`config.mk`:
```
export PLATFORM = sky130hd
export DESIGN_NAME = debug_responder
export DESIGN_NICKNAME = d
export VERILOG_FILES = /design/src/rtl/debug_responder.sv
export SDC_FILE = /design/constraint.sdc
export NUM_CORES = 1
export LEC_CHECK = 0
export ABC_AREA = 1
export CELL_PAD_IN_SITES_DETAIL_PLACEMENT = 1
export CELL_PAD_IN_SITES_GLOBAL_PLACEMENT = 1
export CORE_ASPECT_RATIO = 0.6
export CORE_MARGIN = 4
export CORE_UTILIZATION = 40
export CTS_CLUSTER_SIZE = 14
export DETAILED_ROUTE_END_ITERATION = 16
export DONT_BUFFER_PORTS = 1
export PLACE_DENSITY = 0.69
export SLEW_MARGIN = 20
export SYNTH_ARGS = -nofsm -noshare
export SYNTH_HDL_FRONTEND = slang
export SYNTH_SLANG_ARGS = --single-unit
```
`constraint.sdc`:
```
create_clock -name CLK -period 4.6 [get_ports CLK]
set_clock_uncertainty 0.1 [all_clocks]
set_input_delay 1.15 -clock CLK [delete_from_list [all_inputs] [get_ports CLK]]
set_output_delay 1.15 -clock CLK [all_outputs]
set_load 0.03 [all_outputs]
```
`src/rtl/debug_responder.sv`:
```
// CPU-side executor for debug-port requests: runs one memory, register or CC/PC
// operation per request while the core is stopped and answers with a single ACK.
module debug_responder #(
  parameter int MEM_TIMEOUT = 15,
  parameter int CNT_W       = 4
) (
  input  logic        CLK,
  input  logic        RESET,
  input  logic        DEBUG_MODE,
  input  logic        DEBUG_REQ,
  input  logic [3:0]  DEBUG_OP,
  input  logic [15:0] DEBUG_ADDR_OUT,
  input  logic [3:0]  DEBUG_ARGX_OUT,
  input  logic [15:0] DEBUG_DATA_OUT,
  output logic        DEBUG_ACK,
  output logic        DEBUG_LD_DATA_EN,
  output logic [1:0]  DEBUG_DATAX,
  output logic        DEBUG_ADDR_INC_EN,
  output logic [15:0] MEM_ADDR,
  output logic [15:0] MEM_DOUT,
  output logic        MEM_RD,
  output logic        MEM_WR,
  input  logic        MEM_READY,
  output logic [3:0]  REG_ADDR,
  output logic        REG_WR,
  output logic        DEBUG_ERR
);

  localparam logic [3:0] DEBUG_OPX_NONE   = 4'h0;
  localparam logic [3:0] DEBUG_OPX_WR_MEM = 4'h1;
  localparam logic [3:0] DEBUG_OPX_RD_MEM = 4'h2;
  localparam logic [3:0] DEBUG_OPX_RD_REG = 4'h3;
  localparam logic [3:0] DEBUG_OPX_WR_REG = 4'h4;
  localparam logic [3:0] DEBUG_OPX_RD_CC  = 4'h5;
  localparam logic [3:0] DEBUG_OPX_RD_PC  = 4'h6;

  localparam logic [1:0] DEBUG_DATAX_DIN       = 2'd0;
  localparam logic [1:0] DEBUG_DATAX_REGB_DATA = 2'd1;
  localparam logic [1:0] DEBUG_DATAX_CC_DATA   = 2'd2;
  localparam logic [1:0] DEBUG_DATAX_PC_A_NEXT = 2'd3;

  localparam logic [CNT_W-1:0] CNT_LAST = CNT_W'(MEM_TIMEOUT - 1);

  typedef enum logic [2:0] {
    S_IDLE,
    S_EXEC,
    S_MEMWAIT,
    S_REGWAIT,
    S_ACK,
    S_RELEASE
  } state_t;

  state_t            state_q, state_d;
  logic [3:0]        op_q, op_d;
  logic [15:0]       addr_q, addr_d;
  logic [3:0]        argx_q, argx_d;
  logic [15:0]       data_q, data_d;
  logic [CNT_W-1:0]  cnt_q, cnt_d;
  logic              debug_ack_q, debug_ack_d;
  logic              ld_data_en_q, ld_data_en_d;
  logic              addr_inc_en_q, addr_inc_en_d;
  logic [1:0]        datax_q, datax_d;
  logic [15:0]       mem_addr_q, mem_addr_d;
  logic [15:0]       mem_dout_q, mem_dout_d;
  logic              mem_rd_q, mem_rd_d;
  logic              mem_wr_q, mem_wr_d;
  logic [3:0]        reg_addr_q, reg_addr_d;
  logic              reg_wr_q, reg_wr_d;
  logic              err_q, err_d;

  logic              op_is_mem;
  logic              op_is_read;

  always_comb begin
    op_is_mem  = (op_q == DEBUG_OPX_WR_MEM) || (op_q == DEBUG_OPX_RD_MEM);
    op_is_read = (op_q == DEBUG_OPX_RD_MEM) || (op_q == DEBUG_OPX_RD_REG) ||
                 (op_q == DEBUG_OPX_RD_CC)  || (op_q == DEBUG_OPX_RD_PC);
  end

  // Pulse outputs default low every cycle; level outputs hold until rewritten.
  always_comb begin
    state_d       = state_q;
    op_d          = op_q;
    addr_d        = addr_q;
    argx_d        = argx_q;
    data_d        = data_q;
    cnt_d         = cnt_q;
    debug_ack_d   = 1'b0;
    ld_data_en_d  = 1'b0;
    addr_inc_en_d = 1'b0;
    reg_wr_d      = 1'b0;
    datax_d       = datax_q;
    mem_addr_d    = mem_addr_q;
    mem_dout_d    = mem_dout_q;
    mem_rd_d      = mem_rd_q;
    mem_wr_d      = mem_wr_q;
    reg_addr_d    = reg_addr_q;
    err_d         = err_q;

    case (state_q)
      S_IDLE: begin
        if (DEBUG_REQ && DEBUG_MODE) begin
          op_d    = DEBUG_OP;
          addr_d  = DEBUG_ADDR_OUT;
          argx_d  = DEBUG_ARGX_OUT;
          data_d  = DEBUG_DATA_OUT;
          err_d   = 1'b0;
          state_d = S_EXEC;
        end
      end

      S_EXEC: begin
        cnt_d = '0;
        case (op_q)
          DEBUG_OPX_WR_MEM: begin
            mem_addr_d = addr_q;
            mem_dout_d = data_q;
            mem_wr_d   = 1'b1;
            state_d    = S_MEMWAIT;
          end
          DEBUG_OPX_RD_MEM: begin
            mem_addr_d = addr_q;
            mem_rd_d   = 1'b1;
            datax_d    = DEBUG_DATAX_DIN;
            state_d    = S_MEMWAIT;
          end
          DEBUG_OPX_RD_REG: begin
            reg_addr_d = argx_q;
            datax_d    = DEBUG_DATAX_REGB_DATA;
            state_d    = S_REGWAIT;
          end
          DEBUG_OPX_WR_REG: begin
            reg_addr_d = argx_q;
            reg_wr_d   = 1'b1;
            state_d    = S_ACK;
          end
          DEBUG_OPX_RD_CC: begin
            datax_d = DEBUG_DATAX_CC_DATA;
            state_d = S_ACK;
          end
          DEBUG_OPX_RD_PC: begin
            datax_d = DEBUG_DATAX_PC_A_NEXT;
            state_d = S_ACK;
          end
          default: begin
            state_d = S_ACK;
          end
        endcase
      end

      // A ready arriving on the final allowed cycle still counts as success.
      S_MEMWAIT: begin
        if (MEM_READY) begin
          mem_rd_d = 1'b0;
          mem_wr_d = 1'b0;
          state_d  = S_ACK;
        end else if (cnt_q == CNT_LAST) begin
          mem_rd_d = 1'b0;
          mem_wr_d = 1'b0;
          err_d    = 1'b1;
          state_d  = S_ACK;
        end else begin
          cnt_d = cnt_q + CNT_W'(1);
        end
      end

      S_REGWAIT: begin
        state_d = S_ACK;
      end

      S_ACK: begin
        debug_ack_d   = 1'b1;
        ld_data_en_d  = op_is_read;
        addr_inc_en_d = op_is_mem && argx_q[0];
        state_d       = S_RELEASE;
      end

      S_RELEASE: begin
        if (!DEBUG_REQ) begin
          state_d = S_IDLE;
        end
      end

      default: begin
        state_d = S_IDLE;
      end
    endcase
  end

  always_ff @(posedge CLK or posedge RESET) begin
    if (RESET) begin
      state_q       <= S_IDLE;
      op_q          <= DEBUG_OPX_NONE;
      addr_q        <= '0;
      argx_q        <= '0;
      data_q        <= '0;
      cnt_q         <= '0;
      debug_ack_q   <= 1'b0;
      ld_data_en_q  <= 1'b0;
      addr_inc_en_q <= 1'b0;
      datax_q       <= DEBUG_DATAX_DIN;
      mem_addr_q    <= '0;
      mem_dout_q    <= '0;
      mem_rd_q      <= 1'b0;
      mem_wr_q      <= 1'b0;
      reg_addr_q    <= '0;
      reg_wr_q      <= 1'b0;
      err_q         <= 1'b0;
    end else begin
      state_q       <= state_d;
      op_q          <= op_d;
      addr_q        <= addr_d;
      argx_q        <= argx_d;
      data_q        <= data_d;
      cnt_q         <= cnt_d;
      debug_ack_q   <= debug_ack_d;
      ld_data_en_q  <= ld_data_en_d;
      addr_inc_en_q <= addr_inc_en_d;
      datax_q       <= datax_d;
      mem_addr_q    <= mem_addr_d;
      mem_dout_q    <= mem_dout_d;
      mem_rd_q      <= mem_rd_d;
      mem_wr_q      <= mem_wr_d;
      reg_addr_q    <= reg_addr_d;
      reg_wr_q      <= reg_wr_d;
      err_q         <= err_d;
    end
  end

  assign DEBUG_ACK         = debug_ack_q;
  assign DEBUG_LD_DATA_EN  = ld_data_en_q;
  assign DEBUG_ADDR_INC_EN = addr_inc_en_q;
  assign DEBUG_DATAX       = datax_q;
  assign MEM_ADDR          = mem_addr_q;
  assign MEM_DOUT          = mem_dout_q;
  assign MEM_RD            = mem_rd_q;
  assign MEM_WR            = mem_wr_q;
  assign REG_ADDR          = reg_addr_q;
  assign REG_WR            = reg_wr_q;
  assign DEBUG_ERR         = err_q;

endmodule

```
; ---- Word level (Yosys, flattened, before mapping)
; Cells that the tools add are included.
[totals]
out_inout_bits = 45
in_bits = 45
wordCells = 85
regBits = 92
[op_classes]
mux = 25
n_reduce_logical = 22
n_addsub = 1
n_eq_ne = 20
[ops]
columns = op, count
row1 = one-hot mux 3 bit (6 select lines), 1
row2 = inequality test 2 bit (second input constant), 7
row3 = == test 4 x 3 -> 1 bit (second input constant), 3
row4 = two-way mux 1 bit, 12
row5 = two-way mux 3 bit, 4
row6 = AND reduction 3 bit, 4
row7 = AND reduction 2 bit, 5
row8 = == test 4 x 2 -> 1 bit (second input constant), 2
row9 = two-way mux 4 bit, 2
row10 = one-hot mux 2 bit (4 select lines), 1
row11 = one-hot mux 4 bit (2 select lines), 1
row12 = == test 3 x 2 -> 1 bit (second input constant), 2
row13 = == test 3 bit (second input constant), 2
row14 = one-hot mux 1 bit (2 select lines), 3
row15 = one-hot mux 3 bit (2 select lines), 1
row16 = adder 4 x 1 -> 4 bit (second input constant), 1
row17 = == test 4 x 1 -> 1 bit (second input constant), 1
row18 = == test 4 bit (second input constant), 1
row19 = logical OR 1 bit, 4
row20 = AND reduction 4 bit, 1
row21 = nonzero test 2 bit, 2
row22 = nonzero test 4 bit, 1
row23 = OR reduction 2 bit, 2
row24 = == test 3 x 1 -> 1 bit (second input constant), 1
row25 = 3 further kinds, 4

; ---- Depth between registers and ports, before layout
[depth]
depth_word = 5
mapped_depth = 8
mapped_depth_nobuf = 8

; ---- Least setup slack after synthesis
; Ideal clock, no wire load.
[synth_timing]
path_type = input to register
start = input port MEM_READY
end = register cnt_q[1]
path_stages = 6
t_arrival_ns = 1.608
setup_time_ns = 0.129
n_path_buf = 0
setup_slack_ns = 2.762
cell_sequence = inv_1 > nand2_1 > nor2_1 > nor2_1 > nand2_1 > o21ai_0
[synth_between]
elab_chain_len = 2
[synth_lines]
columns = item, line
row1 = from (decl), 23  ; input logic MEM_READY,
row2 = inequality test 2 bit (no line), --
row3 = AND reduction 3 bit (no line), --
row4 = to (signal assigned), 215  ; cnt_q <= cnt_d;
row5 = to (decl), 58  ; logic [CNT_W-1:0] cnt_q, cnt_d;
; No other way between the ends.
; A chain may end at the register's enable or synchronous reset.

; ---- Worst setup path after layout
[layout_timing]
start = register mem_rd_q, in the netlist MEM_RD
end = output port MEM_RD
[layout_rtl]
columns = item, line
row1 = from (decl), 65  ; logic mem_rd_q, mem_rd_d;
row2 = from (signal assigned), 222  ; mem_rd_q <= mem_rd_d;
row3 = to (decl), 21  ; output logic MEM_RD,
; No word-level cell between the ends.

==> impl_metrics.tcl <==
set metrics [dict create \
    fillers 1091 \
    cts_buffers 9 \
    reg2reg_setup_slack_ns 2.57 \
    finalWorstSetupSlack_ns 2.46 \
    fin_tns_setup_ns 0 \
    yosys.area.top_type "dfrtp_1" \
    grt_pass1_vias 2856 \
    finalWirelength_um 8680 \
    yosysWarningCount 0 \
    grt_pass1_wl_um 14800 \
    postSynthNetCount 468 \
    post-synth-top-count-cell "nand2_1" \
    peakVddDrop_mv 0.319 \
    p_leak_uw 0.00225 \
    multi_input_area_mm2 0.00130 \
    synth_async_sr_flop_share_pct 100 \
    clock-sinks 92 \
    period_needed_ns 2.14 \
    end_kind "output pin" \
    synth_ff_type "dfrtp_1" \
    synth.ff_latch_count 92 \
    synthTopCellsByCount "115 x nand2_1, 92 x dfrtp_1, 50 x inv_1, 32 x nor2_1, 30 x o21ai_0" \
    dieHeight_um 84.4 \
    final-max-slew-violation-count 0 \
    rsz0062_at_grt "no" \
    dpl_worst_slack_ns 1.83 \
    antenna_found_initial 0 \
    gp_congestion 0.767 \
    ioPinCount 90 \
    clock.fmax_ghz 0.467 \
    post_cts_resized 0 \
    critical_path_peak_fanout 2 \
    max_slew_margin_pct 46.8 \
    port_buffers 0 \
    final-seq-area_mm2 0.00230 \
    cp-start-kind "flop" \
    tritoncts "yes" \
    first_pass_iters 4 \
    post_cts_buffers 0 \
    min_period_over_period_pct 46.5 \
    routedWlPerCell_um 15.7 \
    netlist_instances 421 \
    grt_start_max_net_pins 81 \
    placed_area_mm2 0.00397 \
    synth_edf_count 0 \
    drt-vias-per-instance 4.79 \
    ant_nets 0 \
    fp-row-count 27 \
    grt_overflow_total 0 \
    clk-insertion-delay-late_ns 0.34 \
    fp.dieW_um 135 \
    hold_buffers 0 \
    dpl.hpwl_um 6070 \
    avgSynthCellArea_um2 9.24 \
    syn_area_mm2 0.00389 \
    criticalPathCategory "reg -> out" \
    cts_buffer_depth 2 \
    root_buffer "clkbuf_16" \
    setup_viol 0 \
    dr.first_iter.drc_count 84 \
    yosysSeqAreaShare_pct 59.2 \
    synthTopCellsByArea "dfrtp_1 59%, nand2_1 11%, inv_1 4.8%, o21ai_0 3.9%, o21ai_2 3.6%" \
    status "finished clean" \
    core_area_mm2 0.00932 \
    p_per_area_mw_per_mm2 737 \
    grt_usage_pct 16.5 \
    dieArea_mm2 0.0114 \
    final_nets 466 \
    diodes 0 \
    maxCapViolCount 0 \
    hp-class "reg -> reg" \
    start_util_pct 41.7 \
    remaining_drc_errors 0 \
    num_vias 2651 \
    layout-drive-gt1-share_pct 12.5 \
    cts_max_level 3 \
    ys_types 30 \
    cp.required_ns 3.35 \
    cp.arrival_ns 0.89 \
    final_area_mm2 0.00434 \
    syn_to_final_growth_pct 11.6 \
    utilization_pct 46.6 \
    worst_slew_pin_slew_ns 0.799 \
    clk_pin_slew_ns 0.06 \
    hold_violations 0 \
    synth_top_area_share_pct 59.2 \
]
==> state kept, by name, summed over array words and instances, names as in the netlist <==
| name | cells |
|---|---|
| REG_ADDR | 4 |
| DEBUG_DATAX | 2 |
| DEBUG_ACK | 1 |
| MEM_WR | 1 |
| MEM_ADDR | 16 |
| MEM_DOUT | 16 |
| DEBUG_ADDR_INC_EN | 1 |
| DEBUG_LD_DATA_EN | 1 |
| addr_q | 16 |
| argx_q | 4 |
| op_q | 4 |
| cnt_q | 4 |
| MEM_RD | 1 |
| data_q | 16 |
| DEBUG_ERR | 1 |
| state_q | 3 |
| REG_WR | 1 |
==> through the flow <==
stage | hold slack [ns] | total power (uW) | instances
3_3_place_gp | 0.351 | 2320 | 537
3_5_place_dp | 0.364 | 2380 | 537
5_1_grt | 0.398 | 3440 | 554
4_1_cts | 0.381 | 3250 | 553
2_1_floorplan | 0.342 | 2160 | 421
6_report | 0.379 | 3200 | 554
==> per-layer routing <==
| metal | global-route usage, % | part of all wire [%] | wire (um) |
|---|---|---|---|
| met1 | 21.9 | 46 | 4020 |
| met2 | 23.6 | 44 | 3770 |
| met3 | 8.44 | 8.9 | 776 |
| met4 | 4.94 | 1.2 | 100 |
| met5 | 0 | 0 | 0 |
==> cell usage in the layout (no fill, tap or decap), drive strengths merged <==
master    n
nand3    11
o21ai    57
o21bai    1
buf       2
bufinv    3
or2       1
nand4     4
inv      52
nor3      1
dfrtp    92
xnor2     1
nor2     36
ha        2
clkbuf   12
a21oi    26
nand2   121
a31oi     1
clkinv    1
==> cells by family after synthesis <==
group	synth area share, %
flip-flops	59.2
adder cells (fa/ha/maj)	0.643
buffers and inverters	7.62
AND/OR/NAND/NOR	19.6
XOR/XNOR	0.225
AO/OA/AOI/OAI	12.8
==> power by group <==
| group | internal (uW) | total [uW] | switching (uW) |
|---|---|---|---|
| Combinational | 234 | 723 | 489 |
| Sequential | 1120 | 1620 | 497 |
| Clock | 560 | 861 | 301 |
| Total | 1910 | 3200 | 1290 |
==> final timing paths <==
path                                  from           to  cells after the start
min in group asynchronous            RESET   data_q[13]                      1
worst max register to register  state_q[2]  MEM_ADDR[3]                      5
worst max-delay path                MEM_RD       MEM_RD                      0
worst min register to register   addr_q[1]  MEM_ADDR[1]                      2
worst min-delay path             addr_q[1]  MEM_ADDR[1]                      2
max in group asynchronous            RESET    data_q[8]                      2
==> area by class of cell <==
cell class,instances,area share (%)
flip-flops and latches,92,53.0
multi-input cells,262,29.9
clock buffers,12,5.91
inverters,52,4.55
well taps,130,3.75
clock inverters,4,2.19
repair buffers,2,0.634
(Power assumes the default switching activity.)
==> patch 1, RTL diff (same flow settings) <==
`mem_dout_q` no longer has a reset.
--- a/src/rtl/debug_responder.sv
+++ b/src/rtl/debug_responder.sv
@@ -202,3 +202,2 @@
       mem_addr_q    <= '0;
-      mem_dout_q    <= '0;
       mem_rd_q      <= 1'b0;
@@ -220,3 +219,2 @@
       mem_addr_q    <= mem_addr_d;
-      mem_dout_q    <= mem_dout_d;
       mem_rd_q      <= mem_rd_d;
@@ -227,2 +225,6 @@
     end
+  end
+
+  always_ff @(posedge CLK) begin
+    mem_dout_q <= mem_dout_d;
   end
Formal check against the unedited RTL: differs if RESET is asserted again (counterexample within 4 cycles, from zero or initial values and one cycle with RESET high); with RESET held inactive, the same outputs for 10 cycles.
==> patch 1 against the unedited design <==
Non-clock buffer count unchanged. Critical path type is now primary input to flip-flop. Cell area down 6.0%. Sequential cell count unchanged. Area after synthesis down 4.0%. Routed wire length down 0.51%. Critical endpoint is now data_q[0]$_DFFE_PP0P_. Total power down 4.4%. Clock power down 14%. Setup slack worse by 0.42 ns. Final cell count down 9.4%.
==> patch 1: results (changes against the unedited design) <==
| Metric | Value |
|---|---|
| R2R depth | `6 (was 5)` |
| Worst setup endpoint | `data_q[0]$_DFFE_PP0P_ (was MEM_RD)` |
| Crit Path Class | `primary input to flip-flop (was flip-flop to output port)` |
| Worst-margin pin slew | `0.8356 ns (was 0.7986 ns)` |
| Vias in the first global route | `2644 (was 2856)` |
| Int Pwr | `1.790 mW (was 1.915 mW)` |
| Met2 Usage GRT | `25.40% (was 23.60%)` |
| GPL Wtd Cong | `0.8229 (was 0.7671)` |
| FF-to-FF setup slack | `2.34 ns (was 2.57 ns)` |
| WL met2 | `3945 µm (was 3774 µm)` |
| Synth unique cells | `28 (was 30)` |
| Setup WS pre-CTS | `1.606 ns (was 1.827 ns)` |
| Synth Area in XOR/XNOR | `0.2344% (was 0.2252%)` |
| Global Route Usage Sum | `16.66% (was 16.50%)` |
| Worst VDD drop | `0.2558 mV (was 0.3193 mV)` |
| Status | `completed (unchanged)` |
| Syn_nets | `431 (was 468)` |
| Largest net degree at the start of global routing | `58 (was 81)` |
| Post-synth EDFFs | `16 (was 0)` |
| Worst-path fanout max | `35 (was 2)` |
| Met3 wire len | `688 µm (was 776 µm)` |
| Max Fclk | `390.0 MHz (was 467.4 MHz)` |
| # fillers | `1014 (was 1091)` |
| Register area share after synthesis | `63.76% (was 59.18%)` |
| Share of cells above drive strength 1 | `11.79% (was 12.50%)` |
| DRT iter0 DRCs | `122 (was 84)` |
patch 1: metrics by stage:
step	power [mW]	std cells
4_1_cts	3.108	502
5_1_grt	3.291	502
3_3_place_gp	2.305	486
3_5_place_dp	2.355	486
6_report	3.060	502
2_1_floorplan	2.161	384
patch 1: power groups by stage:
stage	Clock [mW]	Combinational (mW)	Sequential, mW
after global routing	0.796	0.854	1.64
after floorplan	0	0.615	1.55
final	0.738	0.723	1.60
after detailed placement	0	0.739	1.62
after global placement	0	0.698	1.61
after CTS	0.761	0.742	1.60
patch 1: worst min-delay path by stage:
| stage | start | depth (start not counted) | slack (ns) | end |
|---|---|---|---|---|
| 2_1_floorplan | data_q[0]$_DFFE_PP0P_ | 0 | 0.33 | MEM_DOUT[0]$_DFFE_PP_ |
| 3_3_place_gp | data_q[12]$_DFFE_PP0P_ | 0 | 0.33 | MEM_DOUT[12]$_DFFE_PP_ |
| 3_5_place_dp | data_q[13]$_DFFE_PP0P_ | 0 | 0.34 | MEM_DOUT[13]$_DFFE_PP_ |
| 4_1_cts | data_q[13]$_DFFE_PP0P_ | 0 | 0.35 | MEM_DOUT[13]$_DFFE_PP_ |
| 5_1_grt | data_q[3]$_DFFE_PP0P_ | 0 | 0.37 | MEM_DOUT[3]$_DFFE_PP_ |
| 6_report | data_q[13]$_DFFE_PP0P_ | 0 | 0.35 | MEM_DOUT[13]$_DFFE_PP_ |
patch 1: final cells by class:
class / count / area (µm²) / area share [%]
multi-input combinational: 259 / 1157 / 28.35
sequential: 92 / 2382 / 58.35
tap: 112 / 140.1 / 3.432
inverter: 21 / 86.33 / 2.115
timing repair buffer: 2 / 15.01 / 0.3678
clock inverter: 7 / 76.32 / 1.869
clock buffer: 9 / 225.2 / 5.516
==> patch 2, RTL diff (same settings) <==
Made on the original files. `CNT_W`: 4 -> 6.
--- a/src/rtl/debug_responder.sv
+++ b/src/rtl/debug_responder.sv
@@ -4,3 +4,3 @@
   parameter int MEM_TIMEOUT = 15,
-  parameter int CNT_W       = 4
+  parameter int CNT_W       = 6
 ) (
Function: same outputs for any inputs over 10 cycles, from zero or initial values and one cycle with RESET high; that may be too few to reach the edited logic, so the function may still have changed.
==> patch 2 against the unedited design <==
Total power fell by 9.1%. Routed wire length rose by 3.9%. Area after synthesis fell by 0.16%. Combinational power fell by 19%. Setup slack got worse by 0.19 ns. Fmax fell by 8.2%. Cell area fell by 0.66%. Sequential cell count rose by 2. Highest routed layer unchanged.
==> patch 2: results (changes against the unedited design) <==
| Metric | Value |
|---|---|
| Met2 Usage GRT | `25.90% (was 23.60%)` |
| Synth top cells by count | `nand2_1, dfrtp_1, inv_1, nor2_1, o21ai_0 (unchanged)` |
| P_sw | `1.131 mW (was 1.287 mW)` |
| WL met2 | `4104 µm (was 3774 µm)` |
| First-pass GRT wire length | `15010 µm (was 14770 µm)` |
| Leak | `2.251 nW (was 2.247 nW)` |
| Routing usage on met1 | `21.60% (was 21.93%)` |
| Met3 Use GR | `7.246% (was 8.443%)` |
| Area contributors post-synth | `dfrtp_1, nand2_1, o21ai_0 (was dfrtp_1, nand2_1, inv_1)` |
| Post-Synth Adder-Cell Area | `0.6443% (was 0.6433%)` |
| Hold Startpoint | `addr_q[7]$_DFFE_PP0P_ (was addr_q[1]$_DFFE_PP0P_)` |
| Synth Area in XOR/XNOR | `0.4510% (was 0.2252%)` |
| Worst-path fanout max | `80 (was 2)` |
| Share of cells above drive strength 1 | `6.561% (was 12.50%)` |
| WHS Endpoint | `MEM_ADDR[7]$_DFFE_PP0P_ (was MEM_ADDR[1]$_DFFE_PP0P_)` |
| GPL Wtd Cong | `0.7788 (was 0.7671)` |
| Final WL | `9015 µm (was 8675 µm)` |
| DRT iter0 DRCs | `99 (was 84)` |
| Status | `completed (unchanged)` |
| Vias/cell | `4.872 (was 4.785)` |
| Placed cells | `557 (was 537)` |
| CP Data Required Time | `4.71 ns (was 3.35 ns)` |
| Met3 wire len | `699 µm (was 776 µm)` |
| Register area share after synthesis | `60.57% (was 59.18%)` |
| FF-to-FF setup slack | `2.32 ns (was 2.57 ns)` |
| Placed cell area | `4000 µm² (was 3970 µm²)` |
| # fillers | `1118 (was 1091)` |
| Wire length on met1 | `4155 µm (was 4024 µm)` |
| Vias in the first global route | `2919 (was 2856)` |
| Setup WS pre-CTS | `1.866 ns (was 1.827 ns)` |
| Global Route Usage Sum | `16.66% (was 16.50%)` |
==> patch 2: cell count changes after synthesis, moves of 4 or more <==
| cell | unedited run | this run |
|---|---|---|
| o21ai_1 | 11 | 16 |
| nor2_1 | 32 | 42 |
| o21ai_2 | 16 | 0 |
| nand2_2 | 5 | 1 |
| nand2_1 | 115 | 120 |
| clkbuf_1 | 0 | 8 |
| o21ai_0 | 30 | 42 |
==> patch 2: logic make-up after synthesis <==
| logic type | after synthesis |
|---|---|
| XOR/XNOR | 2 |
| AND/OR/NAND/NOR | 185 |
| adder cells (fa/ha/maj) | 2 |
| buffers and inverters | 72 |
| flip-flops | 94 |
| AO/OA/AOI/OAI | 86 |
==> patch 2: cell type report <==
cell class                      count  share of cell area [%]
Multi-Input combinational cell    275                   29.16
Tap cell                          130                   3.771
Clock inverter                      5                   1.944
Clock buffer                       10                   5.309
Inverter                           56                   4.932
Sequential cell                    94                   54.54
Timing Repair Buffer                2                  0.3481
==> patch 2: power by group through the flow <==
stage	clock network, mW	registers [mW]	logic, mW
2_1_floorplan	0	1.50	0.468
3_3_place_gp	0	1.55	0.563
3_5_place_dp	0	1.56	0.597
4_1_cts	0.811	1.55	0.603
5_1_grt	0.842	1.58	0.693
6_report	0.784	1.54	0.587
==> patch 2: worst max path at each step <==
stage | startpoint | end | slack (ns)
floorplan | RESET | DEBUG_ACK$_DFF_PP0_ | 0.90
finish | DEBUG_REQ | addr_q[4]$_DFFE_PP0P_ | 2.27
global route | state_q[2]$_DFFE_PP0P_ | MEM_DOUT[6]$_DFFE_PP0P_ | 2.03
CTS | DEBUG_REQ | op_q[3]$_DFFE_PP0P_ | 2.24
global placement | DEBUG_REQ | addr_q[2]$_DFFE_PP0P_ | 1.99
detailed placement | DEBUG_REQ | addr_q[4]$_DFFE_PP0P_ | 1.87
